--- src/rtl/shot_hit_scanner_pkg.sv ---
// Shared definitions for the shot-table scanner: FSM encoding, box sizes,
// coordinate widths and the coordinate extension helpers.
package shot_hit_scanner_pkg;

    localparam int COORD_W     = 10;  // screen coordinate width
    localparam int CALC_W      = 12;  // signed width used for box arithmetic
    localparam int SLOT_COUNT  = 64;
    localparam int SLOT_ADDR_W = 6;
    localparam int DUCK_BOX_W  = 32;
    localparam int DUCK_BOX_H  = 32;
    localparam int SHOT_BOX_W  = 4;
    localparam int SHOT_BOX_H  = 8;
    localparam int SCORE_BITS  = 16;

    typedef enum logic [1:0] {
        ST_IDLE  = 2'd0,
        ST_ISSUE = 2'd1,
        ST_CHECK = 2'd2,
        ST_KILL  = 2'd3
    } scan_state_e;

    // x coordinates are unsigned screen positions
    function automatic logic signed [CALC_W-1:0] ext_x(input logic [COORD_W-1:0] x);
        return $signed({{(CALC_W-COORD_W){1'b0}}, x});
    endfunction

    // y coordinates are signed so objects can sit partly above the screen
    function automatic logic signed [CALC_W-1:0] ext_y(input logic [COORD_W-1:0] y);
        return $signed({{(CALC_W-COORD_W){y[COORD_W-1]}}, y});
    endfunction

endpackage

--- src/rtl/shot_hit_scanner_if.sv ---
// Read/clear port between the scanner and the shot table.
interface shot_hit_scanner_if
    import shot_hit_scanner_pkg::*;
#(
    parameter int ADDR_W = SLOT_ADDR_W
) ();

    logic [ADDR_W-1:0]  rd_addr;
    logic               rd_valid;
    logic [COORD_W-1:0] rd_x;
    logic [COORD_W-1:0] rd_y;
    logic               kill;
    logic [ADDR_W-1:0]  kill_addr;

    modport master (
        output rd_addr,
        output kill,
        output kill_addr,
        input  rd_valid,
        input  rd_x,
        input  rd_y
    );

    modport slave (
        input  rd_addr,
        input  kill,
        input  kill_addr,
        output rd_valid,
        output rd_x,
        output rd_y
    );

endinterface

--- src/rtl/shot_hit_scanner_box_overlap.sv ---
// Combinational axis-aligned box overlap test. Box A and box B are given by
// their top-left corners; sizes are parameters. Touching edges do not count.
module box_overlap
    import shot_hit_scanner_pkg::*;
#(
    parameter int A_W = SHOT_BOX_W,
    parameter int A_H = SHOT_BOX_H,
    parameter int B_W = DUCK_BOX_W,
    parameter int B_H = DUCK_BOX_H
) (
    input  logic [COORD_W-1:0] a_x,
    input  logic [COORD_W-1:0] a_y,
    input  logic [COORD_W-1:0] b_x,
    input  logic [COORD_W-1:0] b_y,
    output logic               overlap
);

    localparam logic signed [CALC_W-1:0] A_W_S = CALC_W'(A_W);
    localparam logic signed [CALC_W-1:0] A_H_S = CALC_W'(A_H);
    localparam logic signed [CALC_W-1:0] B_W_S = CALC_W'(B_W);
    localparam logic signed [CALC_W-1:0] B_H_S = CALC_W'(B_H);

    logic signed [CALC_W-1:0] ax_s;
    logic signed [CALC_W-1:0] ay_s;
    logic signed [CALC_W-1:0] bx_s;
    logic signed [CALC_W-1:0] by_s;

    assign ax_s = ext_x(a_x);
    assign ay_s = ext_y(a_y);
    assign bx_s = ext_x(b_x);
    assign by_s = ext_y(b_y);

    // 12-bit signed range leaves headroom for coordinate plus box size
    assign overlap = ((ax_s + A_W_S) > bx_s) &&
                     (ax_s < (bx_s + B_W_S)) &&
                     ((ay_s + A_H_S) > by_s) &&
                     (ay_s < (by_s + B_H_S));

endmodule

--- src/rtl/shot_hit_scanner.sv ---
// Once per frame, walks every shot slot through the table's 1-cycle read port
// and kills the first valid shot overlapping the live duck. Keeps a saturating
// hit score.
module shot_hit_scanner
    import shot_hit_scanner_pkg::*;
#(
    parameter int N_SLOTS = SLOT_COUNT,
    parameter int ADDR_W  = SLOT_ADDR_W,
    parameter int DUCK_W  = DUCK_BOX_W,
    parameter int DUCK_H  = DUCK_BOX_H,
    parameter int SHOT_W  = SHOT_BOX_W,
    parameter int SHOT_H  = SHOT_BOX_H,
    parameter int SCORE_W = SCORE_BITS
) (
    input  logic                 clk,
    input  logic                 reset,
    input  logic                 frame_start,
    input  logic [COORD_W-1:0]   duck_x,
    input  logic [COORD_W-1:0]   duck_y,
    input  logic                 duck_alive,
    shot_hit_scanner_if.master   tbl,
    output logic                 hit,
    output logic [SCORE_W-1:0]   score,
    output logic                 busy
);

    localparam logic [ADDR_W-1:0]  LAST_ADDR = ADDR_W'(N_SLOTS - 1);
    localparam logic [ADDR_W-1:0]  ADDR_ONE  = ADDR_W'(1);
    localparam logic [SCORE_W-1:0] SCORE_ONE = SCORE_W'(1);

    scan_state_e         state_r;
    logic [ADDR_W-1:0]   rd_addr_r;
    logic                kill_r;
    logic [ADDR_W-1:0]   kill_addr_r;
    logic                hit_r;
    logic [SCORE_W-1:0]  score_r;
    logic                busy_r;
    logic                box_hit_s;
    logic                overlap_s;

    box_overlap #(
        .A_W (SHOT_W),
        .A_H (SHOT_H),
        .B_W (DUCK_W),
        .B_H (DUCK_H)
    ) u_box_overlap (
        .a_x     (tbl.rd_x),
        .a_y     (tbl.rd_y),
        .b_x     (duck_x),
        .b_y     (duck_y),
        .overlap (box_hit_s)
    );

    // Only meaningful in CHECK, when the table data belongs to rd_addr_r
    assign overlap_s = tbl.rd_valid & box_hit_s;

    // Scan FSM with slot address, kill/hit pulses, busy flag and score
    always_ff @(posedge clk) begin
        if (reset) begin
            state_r     <= ST_IDLE;
            rd_addr_r   <= '0;
            kill_r      <= 1'b0;
            kill_addr_r <= '0;
            hit_r       <= 1'b0;
            score_r     <= '0;
            busy_r      <= 1'b0;
        end else begin
            kill_r <= 1'b0;
            hit_r  <= 1'b0;
            case (state_r)
                ST_IDLE: begin
                    if (frame_start && duck_alive) begin
                        rd_addr_r <= '0;
                        busy_r    <= 1'b1;
                        state_r   <= ST_ISSUE;
                    end else begin
                        busy_r    <= 1'b0;
                        state_r   <= ST_IDLE;
                    end
                end
                ST_ISSUE: begin
                    if (!duck_alive) begin
                        busy_r  <= 1'b0;
                        state_r <= ST_IDLE;
                    end else begin
                        state_r <= ST_CHECK;
                    end
                end
                ST_CHECK: begin
                    if (!duck_alive) begin
                        // overlap seen in this cycle is discarded
                        busy_r  <= 1'b0;
                        state_r <= ST_IDLE;
                    end else if (overlap_s) begin
                        kill_addr_r <= rd_addr_r;
                        kill_r      <= 1'b1;
                        hit_r       <= 1'b1;
                        if (score_r != '1) begin
                            score_r <= score_r + SCORE_ONE;
                        end else begin
                            score_r <= score_r;
                        end
                        state_r     <= ST_KILL;
                    end else if (rd_addr_r == LAST_ADDR) begin
                        // scan complete, address parks on the last slot
                        busy_r  <= 1'b0;
                        state_r <= ST_IDLE;
                    end else begin
                        rd_addr_r <= rd_addr_r + ADDR_ONE;
                        state_r   <= ST_ISSUE;
                    end
                end
                ST_KILL: begin
                    busy_r  <= 1'b0;
                    state_r <= ST_IDLE;
                end
                default: begin
                    busy_r  <= 1'b0;
                    state_r <= ST_IDLE;
                end
            endcase
        end
    end

    assign tbl.rd_addr   = rd_addr_r;
    assign tbl.kill      = kill_r;
    assign tbl.kill_addr = kill_addr_r;
    assign hit           = hit_r;
    assign score         = score_r;
    assign busy          = busy_r;

endmodule

--- src/flat_wrapper.sv ---
// flat-port wrapper written by rule: the top's interface ports become plain ports
module shot_hit_scanner_flat import shot_hit_scanner_pkg::*;
#(
    parameter int N_SLOTS = SLOT_COUNT,
    parameter int ADDR_W  = SLOT_ADDR_W,
    parameter int DUCK_W  = DUCK_BOX_W,
    parameter int DUCK_H  = DUCK_BOX_H,
    parameter int SHOT_W  = SHOT_BOX_W,
    parameter int SHOT_H  = SHOT_BOX_H,
    parameter int SCORE_W = SCORE_BITS
)
  (clk, reset, frame_start, duck_x, duck_y, duck_alive, hit, score, busy, tbl_rd_addr, tbl_kill, tbl_kill_addr, tbl_rd_valid, tbl_rd_x, tbl_rd_y);
  shot_hit_scanner_if #(.ADDR_W(ADDR_W)) tbl_i ();
  input  logic clk;
  input  logic reset;
  input  logic frame_start;
  input  logic [COORD_W-1:0] duck_x;
  input  logic [COORD_W-1:0] duck_y;
  input  logic duck_alive;
  output logic hit;
  output logic [SCORE_W-1:0] score;
  output logic busy;
  output wire logic [$bits(tbl_i.rd_addr)-1:0] tbl_rd_addr;
  output wire logic [$bits(tbl_i.kill)-1:0] tbl_kill;
  output wire logic [$bits(tbl_i.kill_addr)-1:0] tbl_kill_addr;
  input wire logic [$bits(tbl_i.rd_valid)-1:0] tbl_rd_valid;
  input wire logic [$bits(tbl_i.rd_x)-1:0] tbl_rd_x;
  input wire logic [$bits(tbl_i.rd_y)-1:0] tbl_rd_y;
  assign tbl_rd_addr = tbl_i.rd_addr;
  assign tbl_kill = tbl_i.kill;
  assign tbl_kill_addr = tbl_i.kill_addr;
  assign tbl_i.rd_valid = tbl_rd_valid;
  assign tbl_i.rd_x = tbl_rd_x;
  assign tbl_i.rd_y = tbl_rd_y;
  shot_hit_scanner #(.N_SLOTS(N_SLOTS), .ADDR_W(ADDR_W), .DUCK_W(DUCK_W), .DUCK_H(DUCK_H), .SHOT_W(SHOT_W), .SHOT_H(SHOT_H), .SCORE_W(SCORE_W)) u_core (.clk(clk), .reset(reset), .frame_start(frame_start), .duck_x(duck_x), .duck_y(duck_y), .duck_alive(duck_alive), .tbl(tbl_i), .hit(hit), .score(score), .busy(busy));
endmodule
--- config.mk ---
export PLATFORM = sky130hd
export DESIGN_NAME = shot_hit_scanner_flat
export DESIGN_NICKNAME = d
export VERILOG_FILES = /design/src/rtl/shot_hit_scanner_pkg.sv /design/src/rtl/shot_hit_scanner_if.sv /design/src/rtl/shot_hit_scanner_box_overlap.sv /design/src/rtl/shot_hit_scanner.sv /design/src/flat_wrapper.sv
export SDC_FILE = /design/constraint.sdc
export NUM_CORES = 1
export LEC_CHECK = 0
export ABC_CLOCK_PERIOD_IN_PS = 3600
export CELL_PAD_IN_SITES_DETAIL_PLACEMENT = 1
export CELL_PAD_IN_SITES_GLOBAL_PLACEMENT = 1
export CORE_ASPECT_RATIO = 1.2
export CORE_MARGIN = 2
export CORE_UTILIZATION = 35
export DETAILED_ROUTE_END_ITERATION = 10
export PLACE_DENSITY = 0.9
export SYNTH_ARGS = -nofsm -noshare
export SYNTH_HDL_FRONTEND = slang
export SYNTH_SLANG_ARGS = --single-unit
--- constraint.sdc ---
create_clock -name clk -period 3.6 [get_ports clk]
set_input_delay 0.36 -clock clk [delete_from_list [all_inputs] [get_ports clk]]
set_output_delay 0.36 -clock clk [all_outputs]
set_load 0.02 [all_outputs]
== Word level (Yosys, flattened, before mapping) ==
Index checks and enable logic that the tools add are counted.

* Memory bits (read-only): 0
* Word-level logic and storage cells: 60
* Memories kept: 0
* Register bits: 32
* Bits in latches: 0
* Bits in writable memories: 0
* Output and inout bits: 31
* Bits of input ports: 45

* $mul: 0
* Muxes and demuxes: 18
* Shift operators: 0
* Reduce and logical (&&, ||, !) cells: 11
* Bitwise logic cells: 3
* Equal/unequal tests: 12
* Divide/modulo/power cells: 0
* $add $sub $neg: 6
* $lt $le $gt $ge: 4

{| class="wikitable"
|+ Operators with widths
! operator !! number
|-
| 2-to-1 mux 6 bit || 4
|-
| less-than comparator 10 x 11 -> 1 bit || 2
|-
| adder 16 x 1 -> 16 bit, second input constant || 1
|-
| inequality test 16 bit, second input constant || 1
|-
| > comparator 12 x 11 -> 1 bit || 1
|-
| case mux 6 bit (2 select lines) || 1
|-
| adder 10 x 3 -> 11 bit, second input constant || 1
|-
| adder 10 x 5 -> 11 bit, second input constant || 1
|-
| adder 10 x 6 -> 11 bit, second input constant || 1
|-
| adder 10 x 7 -> 11 bit, second input constant || 1
|-
| > comparator 11 x 10 -> 1 bit || 1
|-
| 2-to-1 mux 1 bit || 8
|-
| inequality test 2 bit, second input constant || 4
|-
| case mux 2 bit (4 select lines) || 1
|-
| adder 6 x 1 -> 6 bit, second input constant || 1
|-
| == test 6 bit, second input constant || 1
|-
| 2-to-1 mux 2 bit || 3
|-
| AND reduction 3 bit || 2
|-
| AND reduction 5 bit || 1
|-
| == test 2 bit, second input constant || 2
|-
| logical AND 1 bit || 4
|-
| case mux 1 bit (4 select lines) || 1
|-
| AND reduction 4 bit || 1
|-
| inequality test 3 x 2 -> 1 bit, second input constant || 1
|-
| 8 further kinds || 9
|}

== Logic depth before layout (Yosys ltp) ==
* Word-level depth: 9
* Mapped depth: 14
* Depth with buffers taken out: 12

== Cells and area by module ==
A second synthesis with hierarchy kept.

* Cell total of the unflattened synthesis: 355
* Area, all modules: 2844.0 um^2

{| class="wikitable"
|+ Modules (own cells, without submodules)
! module !! times used !! cells an instance !! area an instance (um^2)
|-
| shot_hit_scanner || 1 || 191 || 1615.3
|-
| box_overlap || 1 || 164 || 1228.7
|}

== Worst setup path before layout ==
No wires, ideal clock.

* Path kind: input to register
* Start point: input port tbl_rd_x[5]
* End point: register u_core.rd_addr_r[0], in the netlist u_core.tbl.rd_addr[0]
* Slack: 722 ps
* Cell stages on the path: 13
* Data arrival time: 2785 ps
* Data required time: 3508 ps
* Cell sequence: and2_1 nand4_1 nor2_1 xor2_1 ha_1 nand4_1 o41ai_1 a2111oi_4 nand4_2 clkbuf_1 clkbuf_1 nand4_1 o32ai_1

* Longest elaborated chain between the ends: 8
* Elaborated cells between the ends (all ways): 9
* Classes of those cells: 1 x add/sub; 2 x order compare; 1 x eq/ne; 1 x bitwise; 4 x reduce/logical

{| class="wikitable"
|+ Ends and longest elaborated chain
! item !! line !! source
|-
| from (decl) || flat_wrapper.sv:27 || <nowiki>input wire logic [$bits(tbl_i.rd_x)-1:0] tbl_rd_x;</nowiki>
|-
| adder 10 x 3 -> 11 bit || shot_hit_scanner_box_overlap.sv:34 || <nowiki>assign overlap = ((ax_s + A_W_S) > bx_s) &&</nowiki>
|-
| > comparator 12 x 11 -> 1 bit || shot_hit_scanner_box_overlap.sv:34 ||
|-
| logical AND 1 bit (*) || shot_hit_scanner_box_overlap.sv:34 ||
|-
| logical AND 1 bit (*) || shot_hit_scanner_box_overlap.sv:35 || <nowiki>(ax_s < (bx_s + B_W_S)) &&</nowiki>
|-
| logical AND 1 bit (*) || shot_hit_scanner_box_overlap.sv:36 || <nowiki>((ay_s + A_H_S) > by_s) &&</nowiki>
|-
| AND 1 bit (*) || shot_hit_scanner.sv:55 || <nowiki>assign overlap_s = tbl.rd_valid & box_hit_s;</nowiki>
|-
| inequality test 2 bit (no source line) (*) || - ||
|-
| AND reduction 5 bit (no source line) (*) || - ||
|-
| to (signal assigned) || shot_hit_scanner.sv:109 || <nowiki>rd_addr_r <= rd_addr_r + ADDR_ONE;</nowiki>
|-
| to (decl) || shot_hit_scanner.sv:32 || <nowiki>logic [ADDR_W-1:0] rd_addr_r;</nowiki>
|}

Mark *: on every way between the ends. The rest lies on a longest branch, timed or not.
A chain may end at the register's enable or synchronous reset.

== Final worst setup path ==
* Start point: input port tbl_rd_y[3]
* End point: register u_core.score_r[6], in the netlist u_core.score[6]

* Longest elaborated chain between the ends: 6
* Elaborated cells between the ends (all ways): 7
* Classes of those cells: 1 x add/sub; 2 x order compare; 1 x bitwise; 3 x reduce/logical

{| class="wikitable"
|+ Ends and longest elaborated chain
! item !! line !! source
|-
| from (decl) || flat_wrapper.sv:28 || <nowiki>input wire logic [$bits(tbl_i.rd_y)-1:0] tbl_rd_y;</nowiki>
|-
| adder 10 x 5 -> 11 bit || shot_hit_scanner_box_overlap.sv:36 ||
|-
| > comparator 11 x 10 -> 1 bit || shot_hit_scanner_box_overlap.sv:36 ||
|-
| logical AND 1 bit || shot_hit_scanner_box_overlap.sv:35 ||
|-
| logical AND 1 bit (*) || shot_hit_scanner_box_overlap.sv:36 ||
|-
| AND 1 bit (*) || shot_hit_scanner.sv:55 ||
|-
| AND reduction 4 bit (no source line) (*) || - ||
|-
| to (signal assigned) || shot_hit_scanner.sv:99 || <nowiki>score_r <= score_r + SCORE_ONE;</nowiki>
|-
| to (signal assigned) || shot_hit_scanner.sv:101 || <nowiki>score_r <= score_r;</nowiki>
|-
| to (decl) || shot_hit_scanner.sv:36 || <nowiki>logic [SCORE_W-1:0] score_r;</nowiki>
|}

Marked as above.

==> flow_summary.yaml <==
outcome:
  status: "complete, no violations"
layout:
  nets: 515
  syn_to_final_growth_pct: 34.4
  seqCellArea_um2: 641
  nFillCells: 929
  drive_above_1_share_pct: 4.44
  multiInputGateArea_mm2: 0.00202
  antenna_cells: 0
  final_util_pct: 49.2
worst_setup_path:
  critPathMaxStageDelay_ns: 0.55
  path_class: "in -> reg"
  crit_family: "simple AND/OR/NAND/NOR gates"
  crit_buf_inv: 2
  worst_r2r_path_depth: 7
  critPathMaxFanout: 44
  worst-path-stages: 14
  worst_setup_path_start_kind: "input pin"
  path_cells: "clkdlybuf4s50_1 -> ha_1 -> nand3_1 -> nor2_1 -> xor2_1 -> ha_1 -> nand4_1 -> o311a_1 -> o41ai_1 -> a2111oi_4 -> nand4_2 -> buf_12 -> nor4_1 -> mux2_1"
  crit_top_cell: "ha_1"
  critPathArrivalTime_ns: 3.49
  cp_slowest_cell: "clkdlybuf4s50_1"
  worstPathRequired_ns: 3.78
  worst_setup_path_end_kind: "flip-flop"
grt:
  antenna_found_initial: 0
  met3_usage_pct: 3.44
  grt_util_met1_pct: 22.1
  grt_max_degree: 45
  use_met2_pct: 36.1
  grt_pass1_vias: 3003
  busiest_layer: "met2"
  grtUsageTotal_pct: 19.3
  grt_overflow_total: 0
  grt_first_pass_wirelength_um: 13800
cts:
  clkSlewWorstSetupHoldPaths_ns: 0.07
  clkLatencyLatePin_ns: 0.29
  clock_sink_count: 32
  cts_tree: "yes"
  cts_setup_buffers: 0
  clockBufferDepth: 2
  cts_htree_levels: 2
  cts_buffers: 5
  ctsHoldBuffers: 0
  post_cts_resized: 0
  root_buffer: "clkbuf_8"
placement:
  gp_congestion: 0.854
  dp_hpwl_um: 6440
  io_buffers: 75
routing:
  dr.first_iter.drc_count: 111
  wl_per_cell_um: 15.7
  drtPass1Iterations: 4
  viasPerCell: 5.55
  dr_total_vias: 2887
  wirelength_um: 8180
  ant_nets: 0
  drc_errors: 0
sta:
  hold_violations: 0
  setup_viol_count_final: 0
  slew-limit-headroom_pct: 42.3
  fmax_mhz: 303
  skew_ns: 0.00745
  tightest_slew_ns: 0.865
  fin_hold_ws_ns: 0.457
  fin_setup_tns_ns: 0
  drv_slew: 0
  post-route-min-period_ns: 3.31
  rsz0062_at_grt: "no"
  fin_crit_sh_pct: 91.8
yosys:
  yosys_warnings: 0
  synth_cells: 351
  avgSynthCellArea_um2: 8.07
  yosys_most_used_dff: "dfxtp_1"
  syn_area_mm2: 0.00283
  ys_seq_area_share_pct: 22.6
  synth-async-reset-ratio_pct: 0
  synth.distinct_cells: 49
  ys_ff_latch: 32
  syn_nets: 439
  synth_edf_count: 0
power:
  pwr-share-seq_pct: 37.6
  internal_power_mw: 0.681
  vdd_drop_max_mv: 0.216
  power.leakage_nw: 1.54
  clkPwrFrac_pct: 36.6
  p_per_area_mw_per_mm2: 248
  switching_share_pct: 28.0
  switchingPower_mw: 0.265
  combPwrFrac_pct: 25.8
min_path:
  hp-class: "reg -> reg"
  hold-path-cell-count: 2
floorplan:
  ioPinCount: 76
  dieHeight_um: 103
  core_area_mm2: 0.00775
  fp.dieW_um: 86.1
  initial_core_util_pct: 36.6
  dieArea_mm2: 0.00884
  num_rows: 35
job:
  cap_violations: 0
[layout by cell type (no fill, tap or decap), types with 3 or more instances in the layout]
| cell | instances |
|---|---|
| ha_1 | 43 |
| xnor2_1 | 13 |
| nand2_1 | 33 |
| or4_1 | 11 |
| xor2_1 | 4 |
| and2_1 | 4 |
| o31ai_1 | 12 |
| nor3_1 | 5 |
| nand3_1 | 24 |
| mux2i_1 | 8 |
| o21ai_0 | 6 |
| clkbuf_8 | 5 |
| a21o_1 | 3 |
| nor2b_1 | 8 |
| a21oi_1 | 27 |
| and3_1 | 9 |
| o41ai_1 | 3 |
| nand4_1 | 10 |
| dfxtp_1 | 32 |
| inv_1 | 33 |
| or3_1 | 3 |
| o211ai_1 | 3 |
| buf_4 | 4 |
| a211oi_1 | 3 |
| nor2_1 | 14 |
| clkdlybuf4s50_1 | 75 |
[routing by layer]
metal  vias up  part of all wire (%)  wire length [um]
met5         -                     0                 0
met4         0                   2.0               162
met3        17                   4.1               333
met2        57                    52              4280
met1      1375                    42              3400
li1       1438                     -                 -
[tightest hold or removal path: stages (launching register included)]
cell and delay (ns):
dfxtp_1 0.31, nand2_1 0.05, mux2i_1 0.05
[sequential cells by signal, indices dropped and copies added, names as in the netlist]
name                  count
u_core.score             16
u_core.tbl.rd_addr        6
u_core.busy               1
u_core.tbl.kill           1
u_core.tbl.kill_addr      6
u_core.state_r            2
[power groups by stage]
stage / Clock [mW] / Combinational (mW) / Sequential [mW]
after floorplan: 0 / 0.138 / 0.364
after global placement: 0 / 0.233 / 0.364
after detailed placement: 0 / 0.243 / 0.364
after CTS: 0.352 / 0.246 / 0.356
after global routing: 0.366 / 0.274 / 0.356
final: 0.346 / 0.244 / 0.356
[cells in the mapped netlist, drive strengths merged, types with 3 or more instances]
library cell  number  area (um2)
a21oi             28         144
nand3             24         120
nor2b              8        50.1
clkbuf             6        22.5
or3                3        18.8
nor3               5        25.0
and2               4        25.0
o211ai             3        22.5
o31ai             12        90.1
or4               11        82.6
ha                43         538
a211oi             3        22.5
xnor2             13         114
mux2i              8        80.1
nand4             11        75.1
o41ai              3        26.3
nor2              15        58.8
buf                5        25.0
o21ai              6        30.0
inv               33         124
and3               9        56.3
dfxtp             32         641
xor2               4        35.0
nand2             33         124
a21o               3        22.5
[path summary, 6_finish.rpt]
path,from,end,slack (ns)
max,tbl_rd_y[3],u_core.score[6],0.29
max reg2reg,u_core.score[6],u_core.score[6],0.97
min,u_core.tbl.kill_addr[4],u_core.tbl.kill_addr[4],0.46
min reg2reg,u_core.tbl.kill_addr[4],u_core.tbl.kill_addr[4],0.46
[final cells by class]
type | instances | area share, %
clock buffers | 6 | 1.90
clock inverters | 2 | 0.920
inverters | 33 | 3.25
multi-input cells | 275 | 53.1
flip-flops and latches | 32 | 16.8
well taps | 92 | 3.02
repair buffers | 80 | 21.0
[through the flow]
step                cells  cell area (um2)  worst slack, ns  power (mW)
detailed placement    512             3700           0.0438       0.608
floorplan             351             2830            0.722       0.502
global route          520             3810          0.00437       0.997
finish                520             3810            0.295       0.946
CTS                   520             3810            0.314       0.953
global placement      512             3700            0.181       0.597
[cell families after synthesis]
| logic type | after synthesis | synth area share, % |
|---|---|---|
| adders and majority gates | 43 | 19.0 |
| buffers and inverters | 44 | 6.05 |
| xor gates and xnor gates | 17 | 5.25 |
| muxes | 10 | 3.62 |
| AOI/OAI and AO/OA | 72 | 18.3 |
| DFF | 32 | 22.6 |
| and+or+nand+nor | 133 | 25.2 |
Power figures use the tool's default switching activity.
